==> src/rtl/bpsk_pkg.sv <==
// Shared constants and types for the BPSK packet receiver.
//
// Holds the sample/packet geometry, the weak-decision threshold, the frame
// marker, the receiver state type and a magnitude helper for the correlator.
// There are no ports; the receiver files import this package.
// The frame marker and HUNT state only matter when SYNC_DETECT_EN is defined.

package bpsk_pkg;

    localparam int DATA_WIDTH     = 12;
    localparam int WAVELENGTH     = 64;
    localparam int PACKET_SIZE    = 16;
    localparam int WEAK_THRESHOLD = 256;

    localparam logic [PACKET_SIZE-1:0] SYNC_WORD = 16'hCAFE;

    localparam int PHASE_WIDTH = $clog2(WAVELENGTH);
    localparam int CNT_WIDTH   = $clog2(PACKET_SIZE);

    // One symbol sums WAVELENGTH full-scale samples, which needs PHASE_WIDTH
    // extra magnitude bits. One more bit of headroom keeps the sum safe.
    localparam int ACC_WIDTH = DATA_WIDTH + PHASE_WIDTH + 1;

    typedef enum logic {
        HUNT,
        RECEIVE
    } state_t;

    // The most negative accumulator value has no positive twin at ACC_WIDTH.
    // This helper widens the value by one bit before it negates, so the
    // magnitude is always exact.
    function automatic logic [ACC_WIDTH:0] acc_magnitude(input logic signed [ACC_WIDTH-1:0] a);
        logic signed [ACC_WIDTH:0] wide;
        wide = {a[ACC_WIDTH-1], a};
        return wide[ACC_WIDTH] ? -wide : wide;
    endfunction

endpackage

==> src/rtl/bpsk_symbol_correlator.sv <==
// Symbol correlator for the BPSK receiver.
//
// Tracks the carrier phase and integrates each symbol against a square
// reference. The first half-period is added and the second half-period is
// subtracted. At each symbol boundary it decides the bit from the sign.
//
// Ports:
//   clock        system clock, rising edge
//   reset_n      asynchronous active-low reset
//   sample_valid one sample per cycle in which it is high
//   sample       signed carrier sample
//   bit_valid    one-cycle pulse, a decided bit is present
//   bit_out      decided bit (1 = carrier inverted)
//   bit_weak     |correlation| below WEAK_THRESHOLD for this bit

module bpsk_symbol_correlator
    import bpsk_pkg::*;
(
    input  logic                         clock,
    input  logic                         reset_n,
    input  logic                         sample_valid,
    input  logic signed [DATA_WIDTH-1:0] sample,
    output logic                         bit_valid,
    output logic                         bit_out,
    output logic                         bit_weak
);

    localparam logic [PHASE_WIDTH-1:0] HALF_PHASE = PHASE_WIDTH'(WAVELENGTH / 2);
    localparam logic [PHASE_WIDTH-1:0] LAST_PHASE = PHASE_WIDTH'(WAVELENGTH - 1);
    localparam logic [ACC_WIDTH:0]     WEAK_LIMIT = (ACC_WIDTH + 1)'(WEAK_THRESHOLD);

    logic        [PHASE_WIDTH-1:0] phase;
    logic signed [ACC_WIDTH-1:0]   acc;
    logic signed [ACC_WIDTH-1:0]   acc_next;
    logic signed [ACC_WIDTH-1:0]   sample_ext;
    logic        [ACC_WIDTH:0]     acc_mag;
    logic                          symbol_end;

    // The running sum includes the current sample. The decision at the
    // symbol boundary therefore sees the final sample of the symbol.
    always_comb begin
        sample_ext = {{(ACC_WIDTH - DATA_WIDTH){sample[DATA_WIDTH-1]}}, sample};
        if (phase < HALF_PHASE) begin
            acc_next = acc + sample_ext;
        end else begin
            acc_next = acc - sample_ext;
        end
        acc_mag    = acc_magnitude(acc_next);
        symbol_end = (phase == LAST_PHASE);
    end

    always_ff @(posedge clock or negedge reset_n) begin
        if (!reset_n) begin
            phase     <= '0;
            acc       <= '0;
            bit_valid <= 1'b0;
            bit_out   <= 1'b0;
            bit_weak  <= 1'b0;
        end else begin
            bit_valid <= 1'b0;
            if (sample_valid) begin
                if (symbol_end) begin
                    phase     <= '0;
                    acc       <= '0;
                    bit_valid <= 1'b1;
                    bit_out   <= acc_next[ACC_WIDTH-1];
                    bit_weak  <= (acc_mag < WEAK_LIMIT);
                end else begin
                    phase <= phase + 1'b1;
                    acc   <= acc_next;
                end
            end
        end
    end

endmodule

==> src/rtl/bpsk_packet_rx.sv <==
// BPSK packet receiver top level.
//
// Decides bits from carrier samples and assembles them into packets, with
// the first received bit placed in the MSB. Packets go out through a
// one-entry valid/ready output register. If a completed packet finds the
// register still occupied, the new packet is dropped and overrun is set.
// Overrun is sticky until reset.
//
// Optional build macro SYNC_DETECT_EN: the receiver hunts for SYNC_WORD
// before it takes each packet. A weak bit during a packet aborts back to
// the hunt. Without the macro, framing runs freely from the first symbol
// after reset.
//
// Ports:
//   clock        system clock, rising edge
//   reset_n      asynchronous active-low reset
//   sample_valid sample strobe
//   sample       signed carrier sample
//   bit_valid    one-cycle pulse per decided bit
//   bit_out      decided bit
//   bit_weak     decided bit had low correlation magnitude
//   packet       assembled packet (stable while packet_valid)
//   packet_valid packet holds unconsumed data
//   packet_ready consumer accepts the packet when high with packet_valid
//   overrun      sticky, a completed packet was dropped

module bpsk_packet_rx
    import bpsk_pkg::*;
(
    input  logic                         clock,
    input  logic                         reset_n,
    input  logic                         sample_valid,
    input  logic signed [DATA_WIDTH-1:0] sample,
    output logic                         bit_valid,
    output logic                         bit_out,
    output logic                         bit_weak,
    output logic [PACKET_SIZE-1:0]       packet,
    output logic                         packet_valid,
    input  logic                         packet_ready,
    output logic                         overrun
);

`ifdef SYNC_DETECT_EN
    localparam state_t ENTRY_STATE = HUNT;
`else
    localparam state_t ENTRY_STATE = RECEIVE;
`endif

    localparam logic [CNT_WIDTH-1:0] LAST_BIT = CNT_WIDTH'(PACKET_SIZE - 1);

    state_t                 state;
    state_t                 state_next;
    logic [PACKET_SIZE-1:0] shift_reg;
    logic [PACKET_SIZE-1:0] shifted;
    logic [CNT_WIDTH-1:0]   bit_cnt;
    logic                   receiving;
    logic                   abort;
    logic                   sync_hit;
    logic                   packet_done;

    bpsk_symbol_correlator u_correlator (
        .clock        (clock),
        .reset_n      (reset_n),
        .sample_valid (sample_valid),
        .sample       (sample),
        .bit_valid    (bit_valid),
        .bit_out      (bit_out),
        .bit_weak     (bit_weak)
    );

    // The shift register value with the new bit included. In HUNT it serves
    // as the sync-search window. In RECEIVE it is the packet being built.
    assign shifted = {shift_reg[PACKET_SIZE-2:0], bit_out};

    always_ff @(posedge clock or negedge reset_n) begin
        if (!reset_n) begin
            state <= ENTRY_STATE;
        end else begin
            state <= state_next;
        end
    end

    always_comb begin
        state_next = state;
`ifdef SYNC_DETECT_EN
        case (state)
            HUNT:    if (sync_hit) state_next = RECEIVE;
            RECEIVE: if (abort || packet_done) state_next = HUNT;
            default: state_next = HUNT;
        endcase
`endif
    end

    // Per-bit qualifiers for the current state. A weak bit aborts the packet
    // before that bit can complete it.
    always_comb begin
        receiving = (state == RECEIVE);
`ifdef SYNC_DETECT_EN
        abort    = receiving && bit_valid && bit_weak;
        sync_hit = (state == HUNT) && bit_valid && (shifted == SYNC_WORD);
`else
        abort    = 1'b0;
        sync_hit = 1'b0;
`endif
        packet_done = receiving && bit_valid && !abort && (bit_cnt == LAST_BIT);
    end

    always_ff @(posedge clock or negedge reset_n) begin
        if (!reset_n) begin
            shift_reg <= '0;
            bit_cnt   <= '0;
        end else if (bit_valid) begin
            shift_reg <= shifted;
            if (sync_hit || abort || packet_done) begin
                bit_cnt <= '0;
            end else if (receiving) begin
                bit_cnt <= bit_cnt + 1'b1;
            end
        end
    end

    // The output register accepts a new packet whenever it is empty or is
    // being drained in this same cycle. Otherwise the new packet is lost.
    always_ff @(posedge clock or negedge reset_n) begin
        if (!reset_n) begin
            packet       <= '0;
            packet_valid <= 1'b0;
            overrun      <= 1'b0;
        end else if (packet_done) begin
            if (!packet_valid || packet_ready) begin
                packet       <= shifted;
                packet_valid <= 1'b1;
            end else begin
                overrun <= 1'b1;
            end
        end else if (packet_valid && packet_ready) begin
            packet_valid <= 1'b0;
        end
    end

endmodule

==> config.mk <==
export PLATFORM = sky130hd
export DESIGN_NAME = bpsk_packet_rx
export DESIGN_NICKNAME = d
export VERILOG_FILES = /design/src/rtl/bpsk_pkg.sv /design/src/rtl/bpsk_symbol_correlator.sv /design/src/rtl/bpsk_packet_rx.sv
export SDC_FILE = /design/constraint.sdc
export NUM_CORES = 1
export LEC_CHECK = 0
export ABC_CLOCK_PERIOD_IN_PS = 3850
export BUFFER_PORTS_ARGS = -buffer_cell sky130_fd_sc_hd__buf_4
export CAP_MARGIN = 20
export CORE_MARGIN = 2
export CORE_UTILIZATION = 55
export CTS_BUF_LIST = sky130_fd_sc_hd__clkbuf_2
export CTS_CLUSTER_SIZE = 20
export DETAILED_ROUTE_END_ITERATION = 8
export GPL_TIMING_DRIVEN = 0
export PLACE_DENSITY = 0.78
export SETUP_SLACK_MARGIN = 0.4
export SYNTH_ARGS = -nofsm -noshare
export SYNTH_HDL_FRONTEND = slang
export SYNTH_HIERARCHICAL = 1
export SYNTH_SLANG_ARGS = --single-unit
==> constraint.sdc <==
create_clock -name clock -period 3.85 [get_ports clock]
set_input_delay 0.385 -clock clock [delete_from_list [all_inputs] [get_ports clock]]
set_output_delay 0.385 -clock clock [all_outputs]
set_load 0.005 [all_outputs]
==> impl_metrics.toml, run 1 <==
[run_status]
status = "finished clean"

[timing]
finalClockSkew_ns = 0.0345
setup_viol = 0
worst_pin_slew_ns = 0.828
fin_crit_sh_pct = 93.0
grt_setup_unrepaired = "yes"
hold_slack_ns = 0.196
slew_headroom_pct = 44.8
finalCriticalPeriod_ns = 3.58
timing.final.hold_violations = 0
drv_slew = 0
fmax_ghz = 0.279

[worst_setup_path]
crit_slowest_cell = "or4_4"
max_stage_delay_ns = 0.55
cp.arrival_ns = 4.04
cp.required_ns = 4.30
crit_family = "simple AND/OR/NAND/NOR gates"
r2r_slack_ns = 0.32
rr_startpoint = "u_correlator/phase[5]"
cp-start-kind = "primary input"
worst-path-buf-inv = 3
worstSetupStartpoint = "sample[1]"
worst-path-max-fanout = 6
path_cells = "buf_8 -> or4_4 -> nor4_4 -> buf_4 -> a21oi_4 -> mux2i_1 -> ha_1 -> buf_8 -> and4_4 -> and4_4 -> o211ai_1 -> nand4_4 -> a21oi_4 -> xnor2_4 -> and2b_1 -> mux2i_1 -> o221ai_2 -> o21ai_1"
r2r-end = "u_correlator/bit_weak"
worst-setup-path-type = "in2reg"
critPathCaptureType = "register"
r2r_cells = 15

[cells_and_area]
mostFrequentLayoutCells = "dfrtp_1, buf_4, inv_1, mux2_2, nand2_1"
drive_above_1_share_pct = 38.5
nets = 516
diodes = 0
largest_register_ffs = 19
fin_cells = 582
layout_commonest_cell = "dfrtp_1"
post-route-util_pct = 71.5
area_growth_pct = 24.7

[clocking]
cts.clk_slew.worst_paths_ns = 0.20
h-tree-depth = 3
cts_sinks = 65
root_buffer = "clkbuf_2"
cts_buffer_depth = 2
cts_tree = "built"
clk_latency_ns = 0.51
cts_made_buffers = 9

[detailed_routing]
ant_nets = 0
wirelength_mm = 10.5
vias_per_cell = 5.97
dr.pass1.iters = 5
wl_met3_um = 501
wire_per_inst_um = 18.1
top_layer = "met4"
drt-initial-drc-count = 219
route.met2.wl_mm = 5.41
wl_met1_mm = 4.29
route.detailed.drc = 0
num_vias = 3477

[hold_path]
hold_path.class = "in2reg"
min_to = "packet_valid"
worstHoldPathCells = 3
min_from = "packet_ready"

[synthesis]
synth-edff-count = 0
synth.avg_cell_area_sq_um = 10.3
synth.distinct_cells = 75
synth-seq-cells = 65
ys_warn_count = 6
ys_seq_area_share_pct = 38.9
syn_inst = 407
async_flop_share_pct = 100
netlist_area_sq_um = 4180
ys.flop_type = "dfrtp_1"
syn_nets = 445

[placed_design]
io_buffers = 34
gp_congestion = 0.921
dpl.cell_count = 540
hpwl_mm = 6.65

[floorplanning]
die-height_um = 91.2
die_x_um = 91.2
coreArea_sq_um = 7290
dieArea_sq_um = 8320
io_pins = 37
rows = 31
initial_core_util_pct = 57.4

[run]
max-cap-violations = 0

[global_route]
grt_util_all_layers_pct = 24.1
grt_pass1_wl_mm = 16.0
grt_overflow = 0
grt_max_degree = 66
first_global_vias = 3329
antenna_found_initial = 0
-- cell families after synthesis --
family | synth area share (%)
adders and majority gates | 6.76
muxes | 11.2
AOI/OAI and AO/OA | 16.8
buffers and inverters | 5.35
and+or+nand+nor | 13.6
xor gates and xnor gates | 7.33
DFF | 38.9
-- metrics by stage --
step                area [sq um]  TNS [ns]  worst slack, ns
global placement            4570    -0.448           -0.448
CTS                         4920         0            0.185
floorplan                   4190         0           0.0773
global route                5220         0            0.150
detailed placement          4570    -0.547           -0.547
finish                      5220         0            0.270
-- synth_stat cells (all sizes together), types with 3 or more instances --
cell type,count,area share (%)
a21o,8,1.5
a21oi,28,3.8
buf,8,1.6
clkbuf,10,0.99
dfrtp,65,39
ha,21,6.3
inv,31,2.8
mux2,33,9.8
mux2i,6,1.4
nand2,22,2.0
nand2b,5,0.81
nand3,8,0.96
nand4,10,1.9
nor2,24,2.2
nor2b,3,0.63
nor3,8,1.1
nor4,3,0.81
o211ai,6,1.1
o21a,3,0.60
o21ai,18,2.2
o22ai,18,2.7
o31ai,3,0.54
or3,3,0.48
xnor2,21,5.0
xor2,8,2.3
-- metal layers --
metal | GRT usage, % | vias to the layer above
li1 | - | 1607
met1 | 31.1 | 1727
met2 | 41.5 | 112
met3 | 4.15 | 31
met4 | 7.07 | 0
met5 | 0 | -
-- final cells by class --
| type | count | area (sq um) |
|---|---|---|
| multi-input combinational | 293 | 2630 |
| fill | 534 | 2080 |
| sequential | 65 | 1630 |
| timing repair buffer | 60 | 489 |
| buffer | 18 | 139 |
| tap | 99 | 124 |
| inverter | 31 | 116 |
| clock buffer | 10 | 50.0 |
| clock inverter | 6 | 43.8 |
-- how the worst max path moves through the flow --
| stage | endpoint | cells past startpoint |
|---|---|---|
| 3_5_place_dp | u_correlator/bit_weak | 17 |
| 2_1_floorplan | u_correlator/bit_weak | 15 |
| 5_1_grt | u_correlator/bit_weak | 18 |
| 4_1_cts | u_correlator/bit_weak | 16 |
| 3_3_place_gp | u_correlator/bit_weak | 17 |
| 6_report | u_correlator/bit_weak | 18 |
-- worst reg2reg max path: stages, from the launching register on --
cell and delay [ns]:
dfrtp_1 0.44, buf_6 0.15, buf_8 0.13, buf_4 0.16, a21oi_1 0.18, ha_2 0.35, a21o_1 0.23, a21oi_2 0.19
nand2_1 0.08, or3_4 0.34, and3_1 0.20, o31ai_2 0.20, nand4_2 0.16, a2111oi_4 0.38, o221ai_2 0.14, o21ai_1 0.15
-- what timing repair did --
| action | CTS | global route |
|---|---|---|
| gates cloned | 0 | 1 |
| hold buffers | 1 | 0 |
| endpoints found under the hold margin | 59 | 0 |
| pin swaps | 24 | 34 |
| buffers inserted | 13 | 11 |
| setup endpoints to repair | 2 | 1 |
| resized for setup | 28 | 50 |
Power of run 1 is left out: the tool's default activity adds up to more than one toggle a clock period on the data nets, which glitch-free logic cannot reach.
==> run 2: changes to the inputs <==
--- a/config.mk
+++ b/config.mk
@@ -5,6 +5,7 @@
 export SDC_FILE = /design/constraint.sdc
 export NUM_CORES = 1
 export LEC_CHECK = 0
+export ABC_AREA = 1
 export ABC_CLOCK_PERIOD_IN_PS = 3850
 export BUFFER_PORTS_ARGS = -buffer_cell sky130_fd_sc_hd__buf_4
 export CAP_MARGIN = 20
@@ -14,7 +15,7 @@
 export CTS_CLUSTER_SIZE = 20
 export DETAILED_ROUTE_END_ITERATION = 8
 export GPL_TIMING_DRIVEN = 0
-export PLACE_DENSITY = 0.78
+export PLACE_DENSITY = 0.77
 export SETUP_SLACK_MARGIN = 0.4
 export SYNTH_ARGS = -nofsm -noshare
 export SYNTH_HDL_FRONTEND = slang
==> run 2 against run 1 <==
Against the previous run:
- synthesized cell count increased by 65%
- flip-flop and latch count is the same
- critical path depth increased by 3
- global-route usage grew 1.8 points
- core utilization decreased by 8.4 points
- setup slack improved by 0.42 ns
- sequential share of layout area is 0.35 points higher
- first-iteration DRC count is 13% higher
- via count up 28%
- critical path type is now reg2reg
==> impl_metrics.toml, run 2 <==
[synthesis]
yosys-top-cells-count = "nand2_1, inv_1, nand3_1"
syn_inst = 673
ys_warn_count = 6
yosys-top-cells-area = "dfrtp_1, nand2_1, inv_1, nand3_1, ha_1"
async_flop_share_pct = 100
synth-edff-count = 0
synth-seq-cells = 65
synth.avg_cell_area_sq_um = 6.87
synth.distinct_cells = 35
ys_seq_area_share_pct = 35.2
synth.largest_area_cell = "dfrtp_1"
netlist_area_sq_um = 4620
ys.flop_type = "dfrtp_1"
synth_top_area_share_pct = 35.2
post-synth-top-count-cell = "nand2_1"
syn_nets = 711

[placed_design]
io_buffers = 36
hpwl_mm = 8.50
gp_congestion = 0.929

[worst_setup_path]
cp.required_ns = 4.30
rr_startpoint = "u_correlator/phase[5]"
worstSetupStartpoint = "u_correlator/phase[5]"
worst-setup-path-type = "reg2reg"
cp_common_cell = "nand2_1"
r2r_slack_ns = 0.69
max_stage_delay_ns = 0.45
critPathCaptureType = "register"
cp-start-kind = "register"
cp.arrival_ns = 3.60
worst-path-max-fanout = 10
path_cells = "clkbuf_4 -> a31oi_1 -> xor2_1 -> inv_1 -> ha_1 -> nand2_2 -> inv_1 -> a21oi_2 -> nand3_2 -> nand2_1 -> nand2_1 -> nand2_2 -> nand2_4 -> buf_6 -> nand3_1 -> nand2_1 -> nor2_1 -> nand2_1 -> nor2_1 -> nand3_1 -> nand2_1"
crit_slowest_cell = "dfrtp_1"

[detailed_routing]
wire_per_inst_um = 13.3
route.detailed.drc = 0
vias_per_cell = 5.34
num_vias = 4441
dr.pass1.iters = 5
ant_nets = 0
wirelength_mm = 11.0
drt-initial-drc-count = 247

[global_route]
grt_pass1_wl_mm = 18.5
grt_overflow = 0
antenna_found_initial = 0
grt_util_all_layers_pct = 25.8
first_global_vias = 4189
grt_max_degree = 66

[timing]
drv_slew = 0
finalClockSkew_ns = 0.0216
grt_setup_unrepaired = "no"
fin_crit_sh_pct = 82.0
slew_headroom_pct = 46.6
worst_pin_slew_ns = 0.800
finalCriticalPeriod_ns = 3.16
finalSetupTns_ns = 0
setup_viol = 0
timing.final.hold_violations = 0
fmax_ghz = 0.317

[clocking]
clk_latency_ns = 0.51
root_buffer = "clkbuf_2"
cts_sinks = 65
cts.clk_slew.worst_paths_ns = 0.18
cts_tree = "built"
h-tree-depth = 3
cts_made_buffers = 9
cts_buffer_depth = 2

[cells_and_area]
fill_cells = 755
seq_area_sq_um = 1630
largest_register_ffs = 19
mostFrequentLayoutCells = "nand2_1, inv_1, nand3_1, dfrtp_1, buf_4"
area_growth_pct = 11.6
nets = 759
layout_commonest_cell = "nand2_1"
multi_input_area_sq_um = 2580
drive_above_1_share_pct = 15.6
diodes = 0

[floorplanning]
die_x_um = 95.7
initial_core_util_pct = 56.6
rows = 33
dieArea_sq_um = 9160
coreArea_sq_um = 8180
io_pins = 37
die-height_um = 95.7

[run]
max-cap-violations = 0

[run_status]
status = "finished clean"

[hold_path]
hold_path.class = "in2reg"
min_from = "packet_ready"
==> run 2: cell count changes in the layout (fill, tap and decap cells not counted), moves of 15 or more <==
cell / delta
nand2_1: +203
inv_1: +65
nand3_1: +63
nand2_2: +21
mux2_2: -20
o21ai_0: +20
nor2_1: +16
buf_4: -15
o22ai_1: -15
==> run 2: layout make-up <==
cell class | instances | share of cell area (%)
plain buffers | 13 | 1.55
clock buffers | 9 | 0.873
clock inverters | 7 | 0.898
inverters | 99 | 7.21
multi-input cells | 496 | 50.0
flip-flops and latches | 65 | 31.5
well taps | 105 | 2.55
repair buffers | 37 | 5.43
==> run 2: routing by layer <==
layer  up-vias  part of all wire, %  GRT usage (%)
met2       124                   49           45.0
li1       2218                    -              -
met4         0                  2.5           11.0
met1      2075                   44           32.6
met3        24                  4.6           2.45
met5         -                    0              0
==> run 2: cell families after synthesis <==
group                    count (synthesis)  synth area share [%]
AO/OA/AOI/OAI                           72                  8.20
flip-flops                              65                  35.2
multiplexers                             2                 0.487
XOR/XNOR                                14                  2.81
AND/OR/NAND/NOR                        386                  37.5
buffers and inverters                  112                  9.72
adder cells (fa/ha/maj)                 22                  6.12
==> run 2: path summary, 6_finish.rpt <==
path / end / cells after the start
hold reg to reg: u_correlator/phase[4] / 1
setup reg to reg: u_correlator/bit_weak / 21
hold / removal: overrun / 4
min in group asynchronous: packet[7] / 2
setup / recovery: u_correlator/bit_weak / 21
max in group asynchronous: u_correlator/acc[12] / 2
==> run 2: what timing repair did <==
action | in CTS | in global routing
setup endpoints to repair | 0 | 1
endpoints found under the hold margin | 65 | 0
buffers inserted | 0 | 0
hold buffers | 1 | 0
resized for setup | 0 | 9
==> run 2: critical path: cells and delay by family (launching register included) <==
kind            cells  cell delay, ns
fa+ha+maj           1            0.38
buf+inv             4            0.51
xor+xnor            1            0.19
simple gates       13            1.21
compound gates      2            0.36
flops               1            0.45
==> run 2: metrics by stage <==
stage / hold slack [ns] / area [sq um] / setup slack (ns) / cells / utilization [%]
after detailed placement: 0.461 / 5020 / 0.199 / 814 / 61.5
after global routing: 0.130 / 5160 / 0.397 / 831 / 63.1
after floorplan: 0.0894 / 4620 / 0.934 / 673 / -
after CTS: 0.114 / 5130 / 0.679 / 831 / 62.7
after global placement: 0.449 / 5020 / 0.300 / 814 / 61.5
final: 0.136 / 5160 / 0.695 / 831 / 63.1
Power of run 2 is left out for the same reason.
==> run 3: changes to the inputs <==
--- a/config.mk
+++ b/config.mk
@@ -6,7 +6,7 @@
 export NUM_CORES = 1
 export LEC_CHECK = 0
 export ABC_AREA = 1
-export ABC_CLOCK_PERIOD_IN_PS = 3850
+export ABC_CLOCK_PERIOD_IN_PS = 3000
 export BUFFER_PORTS_ARGS = -buffer_cell sky130_fd_sc_hd__buf_4
 export CAP_MARGIN = 20
 export CORE_MARGIN = 2
==> constraint.sdc (replaced) <==
create_clock -name clock -period 3 [get_ports clock]
set_input_delay 0.3 -clock clock [delete_from_list [all_inputs] [get_ports clock]]
set_output_delay 0.3 -clock clock [all_outputs]
set_load 0.005 [all_outputs]
==> run 3 against run 2 <==
Against the previous run:
- count of clock-buffer cells in the layout stayed put
- non-clock buffer count is 22 higher
- register-to-register slack worse by 0.63 ns
- via count is 8.0% higher
- flip-flop and latch count stayed put
- first-iteration DRC count is 55% higher
- hold slack worse by 0.095 ns
- setup slack worse by 0.63 ns
- fmax is 7.5% higher
- die area stayed put
==> impl_metrics.toml, run 3 (synthesized netlist as in run 2, its figures left out) <==
[timing]
finalCriticalPeriod_ns = 2.94
setup_viol = 0
worst_pin_slew_ns = 0.803
slew_headroom_pct = 46.5
grt_setup_unrepaired = "yes"
hold_slack_ns = 0.0411
timing.final.hold_violations = 0
fin_crit_sh_pct = 97.9
drv_slew = 0
fmax_ghz = 0.341
finalClockSkew_ns = 0.0206

[worst_setup_path]
path_cells = "buf_4 -> xnor2_4 -> o21ai_1 -> ha_1 -> buf_4 -> nand2_2 -> o21ai_2 -> a21oi_2 -> nand2_1 -> nand2_1 -> nand2_2 -> nand2_1 -> nor2_1 -> nand2_2 -> nand2_1 -> nand2_1 -> nand2_1 -> nor2_1 -> nand3_1 -> nand2_1"
cp.required_ns = 3.43
cp-start-kind = "register"
max_stage_delay_ns = 0.46
critPathCaptureType = "register"
worst-setup-path-type = "reg2reg"
cp.arrival_ns = 3.37
worst-path-max-fanout = 7
crit_slowest_cell = "dfrtp_1"
cp_common_cell = "nand2_1"

[floorplanning]
die-height_um = 95.7
io_pins = 37
rows = 33
dieArea_sq_um = 9160
initial_core_util_pct = 56.6
die_x_um = 95.7
coreArea_sq_um = 8180

[clocking]
cts.clk_slew.worst_paths_ns = 0.19
clk_latency_ns = 0.53
root_buffer = "clkbuf_2"
cts_made_buffers = 9
h-tree-depth = 3
cts_sinks = 65
cts_buffer_depth = 2
cts_tree = "built"

[global_route]
grt_pass1_wl_mm = 19.6
grt_util_all_layers_pct = 27.4
busiest_layer = "met2"
grt_max_degree = 66
grt_overflow = 0
met3_usage_pct = 4.43
antenna_found_initial = 0
use_met1_pct = 32.5
globalRouteMet2Util_pct = 49.7
first_global_vias = 4353

[run]
max-cap-violations = 0

[cells_and_area]
fill_cells = 635
diodes = 0
largest_register_ffs = 19
layout_commonest_cell = "nand2_1"
drive_above_1_share_pct = 30.9
mostFrequentLayoutCells = "nand2_1, inv_1, dfrtp_1, buf_4, nand3_1"
post-route-util_pct = 72.4
nets = 781
finalInstanceArea_sq_um = 5920
area_growth_pct = 28.1

[detailed_routing]
num_vias = 4795
wire_per_inst_um = 14.9
dr.pass1.iters = 6
vias_per_cell = 5.62
ant_nets = 0
drt-initial-drc-count = 382
wirelength_mm = 12.7
route.detailed.drc = 0

[placed_design]
gp_congestion = 0.941
hpwl_mm = 8.53
io_buffers = 36
placed_area_sq_um = 5080

[run_status]
status = "finished clean"

[hold_path]
hold_path.class = "in2reg"
-- run 3: routing by layer --
metal  vias to the layer above  part of all wire (%)
li1                       2272                     -
met1                      2270                    40
met2                       198                    50
met3                        55                   6.3
met4                         0                   3.3
met5                         -                     0
-- run 3: critical path: cells and delay by family, from the launching register on --
family | cells | cell delay (ns)
xor gates and xnor gates | 1 | 0.22
AOI/OAI and AO/OA | 3 | 0.43
and+or+nand+nor | 13 | 1.08
buffers and inverters | 2 | 0.30
adders and majority gates | 1 | 0.35
DFF | 1 | 0.46
-- run 3: timing repair --
action,in CTS,in global routing
pin swaps,18,54
setup buffers,9,11
gates resized for setup,48,87
hold buffers,1,0
setup endpoints to repair,6,5
cloned,0,2
hold endpoints to repair,65,0
-- run 3: final timing paths --
path	startpoint	end	depth (start not counted)	slack, ns
worst max register to register	u_correlator/phase[5]	u_correlator/bit_weak	20	0.06
min in group asynchronous	reset_n	packet[7]	2	0.37
max in group asynchronous	reset_n	shift_reg[12]	2	2.10
worst min register to register	u_correlator/phase[4]	u_correlator/phase[4]	1	0.49
worst max-delay path	u_correlator/phase[5]	u_correlator/bit_weak	20	0.06
worst min-delay path	packet_ready	overrun	4	0.04
-- run 3: layout make-up --
| cell class | count | area [sq um] | share of cell area [%] |
|---|---|---|---|
| clock buffers | 9 | 45.0 | 0.761 |
| plain buffers | 13 | 87.6 | 1.48 |
| multi-input cells | 496 | 3060 | 51.7 |
| inverters | 99 | 379 | 6.40 |
| repair buffers | 59 | 470 | 7.94 |
| well taps | 105 | 131 | 2.22 |
| flip-flops and latches | 65 | 1630 | 27.5 |
| clock inverters | 7 | 119 | 2.01 |
-- run 3: metrics by stage --
stage               worst slack (ns)  setup TNS [ns]  instances
CTS                            0.182               0        840
floorplan                      0.276               0        673
global route                  -0.105          -0.105        853
global placement              -0.281          -0.281        814
finish                        0.0644               0        853
detailed placement            -0.378          -0.488        814
Power of run 3 is left out for the same reason.
